==> src/rtl/program_sequencer.sv <==
// rtl/program_sequencer.sv - fetch/execute sequencer owning PC, IR and the program-memory handshake
//
// Purpose:
//   Fetches one instruction at a time from program memory and holds it in the
//   instruction register for the decoder. For each ordinary instruction it
//   raises a one-cycle execute qualifier. The control opcodes JMP, JNC and HLT
//   are carried out here and are never passed to the datapath.
//
// Ports:
//   clk      in   system clock, rising edge
//   rst      in   asynchronous active-high reset
//   Run      in   start/resume request, only looked at in IDLE and HALT
//   PM_Addr  out  program-memory address (always equal to PC)
//   PM_Req   out  fetch request, high for the whole FETCH state
//   PM_Ack   in   program memory has PM_Data valid this cycle
//   PM_Data  in   instruction word from program memory
//   Ins      out  instruction register
//   Exec_En  out  one-cycle execute qualifier for the decoder CE strobes
//   Carry    in   registered ALU carry flag, tested by JNC
//   Halted   out  high in IDLE and HALT
//   PC       out  program counter, for observation

module program_sequencer #(
    parameter int PC_WIDTH   = 8,
    parameter int INS_WIDTH  = 13,
    parameter int OPCODE_JMP = 29,
    parameter int OPCODE_JNC = 30,
    parameter int OPCODE_HLT = 31
) (
    input  logic                 clk,
    input  logic                 rst,
    input  logic                 Run,
    output logic [PC_WIDTH-1:0]  PM_Addr,
    output logic                 PM_Req,
    input  logic                 PM_Ack,
    input  logic [INS_WIDTH-1:0] PM_Data,
    output logic [INS_WIDTH-1:0] Ins,
    output logic                 Exec_En,
    input  logic                 Carry,
    output logic                 Halted,
    output logic [PC_WIDTH-1:0]  PC
);

    localparam int OP_WIDTH = 5;

    localparam logic [OP_WIDTH-1:0] OP_JMP = OP_WIDTH'(OPCODE_JMP);
    localparam logic [OP_WIDTH-1:0] OP_JNC = OP_WIDTH'(OPCODE_JNC);
    localparam logic [OP_WIDTH-1:0] OP_HLT = OP_WIDTH'(OPCODE_HLT);

    typedef enum logic [1:0] {
        ST_IDLE  = 2'd0,
        ST_FETCH = 2'd1,
        ST_EXEC  = 2'd2,
        ST_HALT  = 2'd3
    } state_t;

    state_t                 state_q, state_d;
    logic [PC_WIDTH-1:0]    pc_q, pc_d;
    logic [INS_WIDTH-1:0]   ins_q, ins_d;

    logic [OP_WIDTH-1:0]    opcode;
    logic [PC_WIDTH-1:0]    jump_target;
    logic [PC_WIDTH-1:0]    pc_inc;
    logic                   is_ctrl;

    // The opcode sits in the top bits; the jump target is the low data field.
    assign opcode      = ins_q[INS_WIDTH-1 -: OP_WIDTH];
    assign jump_target = ins_q[PC_WIDTH-1:0];
    // Natural wrap at 2^PC_WIDTH, no flag on overflow.
    assign pc_inc      = pc_q + PC_WIDTH'(1);
    assign is_ctrl     = (opcode == OP_JMP) || (opcode == OP_JNC) || (opcode == OP_HLT);

    always_ff @(posedge clk or posedge rst) begin
        if (rst) begin
            state_q <= ST_IDLE;
            pc_q    <= '0;
            ins_q   <= '0;
        end else begin
            state_q <= state_d;
            pc_q    <= pc_d;
            ins_q   <= ins_d;
        end
    end

    always_comb begin
        state_d = state_q;
        pc_d    = pc_q;
        ins_d   = ins_q;

        case (state_q)
            ST_IDLE, ST_HALT: begin
                if (Run) begin
                    state_d = ST_FETCH;
                end
            end

            ST_FETCH: begin
                // Address and request stay put until memory answers; no timeout.
                if (PM_Ack) begin
                    ins_d   = PM_Data;
                    state_d = ST_EXEC;
                end
            end

            ST_EXEC: begin
                state_d = ST_FETCH;
                pc_d    = pc_inc;
                case (opcode)
                    OP_JMP: pc_d = jump_target;
                    // Carry is the flag left by the last completed ADD/SUB.
                    OP_JNC: pc_d = Carry ? pc_inc : jump_target;
                    // PC already advanced, so Run resumes after the HLT.
                    OP_HLT: state_d = ST_HALT;
                    default: ;
                endcase
            end

            default: state_d = ST_IDLE;
        endcase
    end

    // Outputs come only from registers, so reset drops them in the same cycle
    // and no input reaches an output combinationally.
    always_comb begin
        PM_Req  = (state_q == ST_FETCH);
        Exec_En = (state_q == ST_EXEC) && !is_ctrl;
        Halted  = (state_q == ST_IDLE) || (state_q == ST_HALT);
        PM_Addr = pc_q;
        PC      = pc_q;
        Ins     = ins_q;
    end

endmodule

==> config.mk <==
export PLATFORM = sky130hd
export DESIGN_NAME = program_sequencer
export DESIGN_NICKNAME = d
export VERILOG_FILES = /design/src/rtl/program_sequencer.sv
export SDC_FILE = /design/constraint.sdc
export NUM_CORES = 1
export LEC_CHECK = 0
export CAP_MARGIN = 20
export CORE_ASPECT_RATIO = 1.25
export CORE_UTILIZATION = 42
export DETAILED_ROUTE_END_ITERATION = 12
export PLACE_DENSITY = 0.79
export RECOVER_POWER = 100
export SYNTH_ARGS = -nofsm -noshare
export SYNTH_HDL_FRONTEND = slang
export SYNTH_SLANG_ARGS = --single-unit
==> constraint.sdc <==
create_clock -name clk -period 1.6 [get_ports clk]
set_input_delay 0.16 -clock clk [delete_from_list [all_inputs] [get_ports clk]]
set_output_delay 0.16 -clock clk [all_outputs]
set_load 0.005 [all_outputs]
**After elaboration in Yosys (flattened, before gate mapping)**

Cells that the tools add are included.

- $add $sub $neg: 1
- Mux-type cells: 6
- Reductions and logical operators: 9
- Equality and inequality tests: 8

Operator list:

| kind | number |
|---|---|
| 8-bit case mux with 2 select lines | 1 |
| 5-bit == test (second input constant) | 3 |
| 8-bit by 1-bit adder with 8-bit output (second input constant) | 1 |
| 8-bit two-way mux | 1 |
| 2-bit two-way mux | 3 |
| 2-bit case mux with 3 select lines | 1 |
| 2-bit == test (second input constant) | 2 |
| 2-bit AND reduction | 2 |
| 1-bit logical OR | 3 |
| 2-bit by 1-bit == test with 1-bit output (second input constant) | 1 |
| 2-bit zero test | 1 |
| 2-bit by 1-bit != test with 1-bit output (second input constant) | 1 |
| 2-bit != test (second input constant) | 1 |
| 2-bit OR reduction | 1 |
| 1-bit logical AND | 1 |
| 1-bit zero test | 1 |

- Register bits: 23
- Logic and storage cells: 27
- Output and inout port bits: 32

**Logic depth before layout (Yosys ltp)**

- Depth after elaboration: 5
- Mapped depth: 6
- Mapped depth without buffers: 6

**Worst setup path after synthesis**

Ideal clock, no wire load.

- Path kind: reg2reg
- Start: reg state_q[0]
- End: reg ins_q[10] (netlist: Ins[10])
- Slack: 0.145 ns
- Arrival: 1.330 ns
- Period minus slack after synthesis: 1.455 ns
- Data required time: 1.475 ns
- Cell stages (with the launch flop): 5
- Path buffers: 1
- Path through: dfrtp_1 > ha_1 > nand2_1 > buf_2 > mux2_2

- Cells in the longest elaborated chain, start to end: 2

RTL lines:

| element | RTL line | RTL |
|---|---|---|
| from (decl) | 57 | `state_t state_q, state_d;` |
| from (signal assigned) | 79 | `state_q <= state_d;` |
| 2-bit by 1-bit == test with 1-bit output | - |  |
| net PM_Req | 34 | `output logic PM_Req,` |
| 2-bit AND reduction (no line) | - |  |
| to (signal assigned) | 81 | `ins_q <= ins_d;` |
| to (decl) | 59 | `logic [INS_WIDTH-1:0] ins_q, ins_d;` |

The timed path passes the listed nets, and every way through them passes these cells.
A chain may end at the register's enable or synchronous reset.

**Final worst setup path**

- Start: reg state_q[0]
- End: reg ins_q[9] (netlist: Ins[9])

- Cells in the longest elaborated chain, start to end: 2

RTL lines:

| element | RTL line | RTL |
|---|---|---|
| 2-bit by 1-bit == test with 1-bit output | 90 | `case (state_q)` |
| 2-bit AND reduction (no line) | - |  |

Every way passes these cells.

==> run_results.csv <==
group,metric,value,unit
worst_setup_path,endpoint_kind,"flop",
global_routing,grt_pass1_vias,1105,
power_and_ir_drop,powerDensity,1787,nW/um^2
cells_and_area,nets,179,
place,dp_slack,0.1242,ns
run_status,status,"finished clean",
worst_setup_path,path_buf_inv,2,
clock_tree,tritoncts,"built",
worst_setup_path,critPathTopFamily,"flip-flops",
worst_setup_path,cpPeakStageDelay,0.40,ns
worst_setup_path,slowest_stage,"dfrtp_1",
power_and_ir_drop,p_int,0.002014,W
drt,ant_nets,0,
synthesis,syn-cell-area,1234,sq um
clock_tree,cts_root_buf,"clkbuf_4",
worst_setup_path,cp_cell_sequence,"clkbuf_1 -> ha_2 -> nand2_1 -> clkbuf_4 -> mux2_2",
worst_setup_path,worst-r2r-setup-slack,0.09,ns
cells_and_area,drive_gt1_share,15.38,%
timing,finalHoldViolations,0,
global_routing,overflow,0,
cells_and_area,final_cells,190,
global_routing,grt_max_degree,24,
worst_hold_path,min_path_type,"in2async",
power_and_ir_drop,pwr-share-comb,53.3,%
place,dp_cells,185,
synthesis,syn_inst,110,
place,place.gp.congestion,0.7758,
place,io_buffer_count,49,
power_and_ir_drop,swShare,35.73,%
synthesis,synth_seq_cells,23,
drt,drt-vias-per-instance,5.268,
worst_setup_path,cp.required,1.80,ns
drt,wl,2900,um
timing,timing.final.ws_setup,0.09033,ns
timing,finalCritPeriodShare,94.35,%
drt,drt-initial-drc-count,21,
floorplan,io-pin-count,50,
drt,num_vias,1001,
synthesis,syn_nets,132,
power_and_ir_drop,clock_power_share,8.6,%
worst_setup_path,cp-start-kind,"flop",
power_and_ir_drop,seqPwrFrac,38.0,%
place,dp_hpwl,2173,um
timing,drv_slew,0,
synthesis,ys.flop_type,"dfrtp_1",
drt,drt_pass1_iterations,4,
cells_and_area,antenna_cells,0,
power_and_ir_drop,ir_drop,1136,uV
timing,post-route-min-period,1.510,ns
synthesis,synthDistinctLibCells,26,
clock_tree,ctsHoldBuffers,0,
timing,relSlewSlack,79.58,%
timing,finalSetupViolations,0,
cells_and_area,area_growth_syn_to_layout,42.09,%
timing,skew,0.006280,ns
worst_setup_path,crit_fanout,14,
floorplan,rows,21,
clock_tree,numCtsBuffers,3,
synthesis,yosysWarnings,0,
global_routing,grt_first_pass_wirelength,4899,um
global_routing,antenna_found_initial,0,
timing,fmax,0.6624,GHz
worst_setup_path,critPathKind,"reg2reg",
synthesis,async_reset_ff_share,100.0,%
power_and_ir_drop,p_leak,0.8059,nW
clock_tree,insertion_delay,0.31,ns
floorplan,core-area,2733,sq um
drt,wire_per_inst,15.26,um
timing,setup_tns,0,ns
timing,tightest_slew,0.3063,ns
synthesis,synth.avg_cell_area,11.22,sq um
floorplan,start_util,45.15,%
clock_tree,clock_sinks,23,
flow_run,maxCapViolations,0,
timing,rsz0062_at_grt,"no",
drt,drc_errors,0,
clock_tree,ctsHtreeMaxLevel,1,
synthesis,synth-edff-count,0,
power_and_ir_drop,switchingPower,0.001119,W
floorplan,dieWidth,50.48,um
global_routing,grt_use_total,20.42,%
synthesis,yosysSeqAreaShare,46.65,%
worst_setup_path,crit_arrival,1.71,ns
clock_tree,clk_pin_slew,0.13,ns
clock_tree,cts_buffer_depth,2,
floorplan,die_area,3159,sq um
floorplan,chipHeight,62.60,um
[synth_stat cells, types with 2 or more instances]
| master | instances | share of area [%] |
|---|---|---|
| ha_1 | 4 | 4.1 |
| o21ai_0 | 2 | 0.81 |
| a21boi_0 | 4 | 2.4 |
| and3_1 | 2 | 1.0 |
| nor2_1 | 3 | 0.91 |
| a2bb2oi_1 | 6 | 4.3 |
| mux2_2 | 13 | 12 |
| a21oi_1 | 2 | 0.81 |
| nand4_1 | 2 | 1.0 |
| mux2i_1 | 8 | 6.5 |
| nand3_1 | 6 | 2.4 |
| nand2_1 | 6 | 1.8 |
| clkbuf_1 | 2 | 0.61 |
| inv_1 | 8 | 2.4 |
| a21boi_1 | 2 | 1.2 |
| buf_4 | 8 | 4.9 |
| dfrtp_1 | 23 | 47 |
[flip-flops by register name (all words and copies together), names as in the netlist]
register and flops:
Ins 13, PC 8, state_q 2
[cells in the final DEF (no fill, tap or decap), drive strengths merged]
| cell type | synthesis | layout |
|---|---|---|
| clkdlybuf4s50 | 0 | 33 |
| mux2 | 13 | 13 |
| nor2 | 3 | 3 |
| o22ai | 1 | 1 |
| clkinv | 0 | 1 |
| and4 | 1 | 1 |
| buf | 10 | 3 |
| nor3b | 1 | 1 |
| o21a | 1 | 1 |
| inv | 8 | 8 |
| a2bb2oi | 6 | 6 |
| dlygate4sd2 | 0 | 3 |
| nand3 | 6 | 6 |
| o21bai | 1 | 1 |
| nand2 | 6 | 6 |
| dfrtp | 23 | 23 |
| ha | 4 | 4 |
| clkbuf | 2 | 5 |
| a22o | 1 | 1 |
| nor2b | 1 | 1 |
| a21boi | 6 | 6 |
| o21ai | 2 | 2 |
| nand4 | 2 | 2 |
| and3 | 2 | 2 |
| a21oi | 2 | 2 |
| dlygate4sd3 | 0 | 13 |
| mux2i | 8 | 8 |
[power by group through the flow]
stage               logic [W]  registers [W]  clock network (W)
detailed placement    0.00179        0.00121                  0
finish                0.00167        0.00119           0.000270
global route          0.00184        0.00124           0.000315
CTS                   0.00182        0.00120           0.000286
global placement      0.00172        0.00119                  0
floorplan            0.000880        0.00115                  0
[tightest hold or removal path, stage by stage]
cell,delay [ns]
dlygate4sd3_1,0.53
inv_1,0.05
buf_4,0.29
[worst paths after layout]
path | startpoint | endpoint | cells past startpoint
worst max-delay path | state_q[0] | Ins[9] | 5
worst min-delay path | rst | Ins[3] | 3
worst max register to register | state_q[0] | Ins[9] | 5
worst min register to register | Ins[12] | Ins[12] | 1
max in group asynchronous | rst | PC[4] | 3
min in group clk | PM_Data[6] | Ins[6] | 2
[cell families after synthesis]
| logic type | Yosys count | share of synthesized area (%) |
|---|---|---|
| buffers and inverters | 20 | 9.229 |
| AO/OA/AOI/OAI | 20 | 12.27 |
| flip-flops | 23 | 46.65 |
| adder cells (fa/ha/maj) | 4 | 4.057 |
| multiplexers | 21 | 18.36 |
| AND/OR/NAND/NOR | 22 | 9.432 |
[stage by stage]
stage | total power [W] | hold WS [ns] | utilization (%) | instance area [sq um]
after global placement | 0.002913 | 0.5139 | 63.60 | 1738
final | 0.003133 | 0.3133 | 64.15 | 1753
after CTS | 0.003305 | 0.1681 | 65.29 | 1784
after detailed placement | 0.003002 | 0.5262 | 63.60 | 1738
after global routing | 0.003393 | 0.3247 | 64.15 | 1753
after floorplan | 0.002034 | 0.1619 | - | 1234
[what timing repair did]
| item | in CTS | in global routing |
|---|---|---|
| gates cloned | 0 | 0 |
| gates resized for setup | 6 | 1 |
| setup endpoints to repair | 3 | 2 |
| buffers inserted | 1 | 0 |
[per-layer routing]
metal	track usage [%]	vias up	wire length [um]
met5	0	-	0
met4	8.333	0	35
met3	3.163	4	143
met2	39.83	33	1649
met1	20.47	490	1072
li1	-	474	-
[area by class of cell]
type                    count  area (sq um)
inverters                   8         30.03
clock buffers               3         22.52
well taps                  34         42.54
fillers                   244         979.7
flip-flops and latches     23         576.8
repair buffers             54         533.0
multi-input cells          67         543.0
clock inverters             1         5.005
No activity file was read; power rests on OpenSTA's default activity.
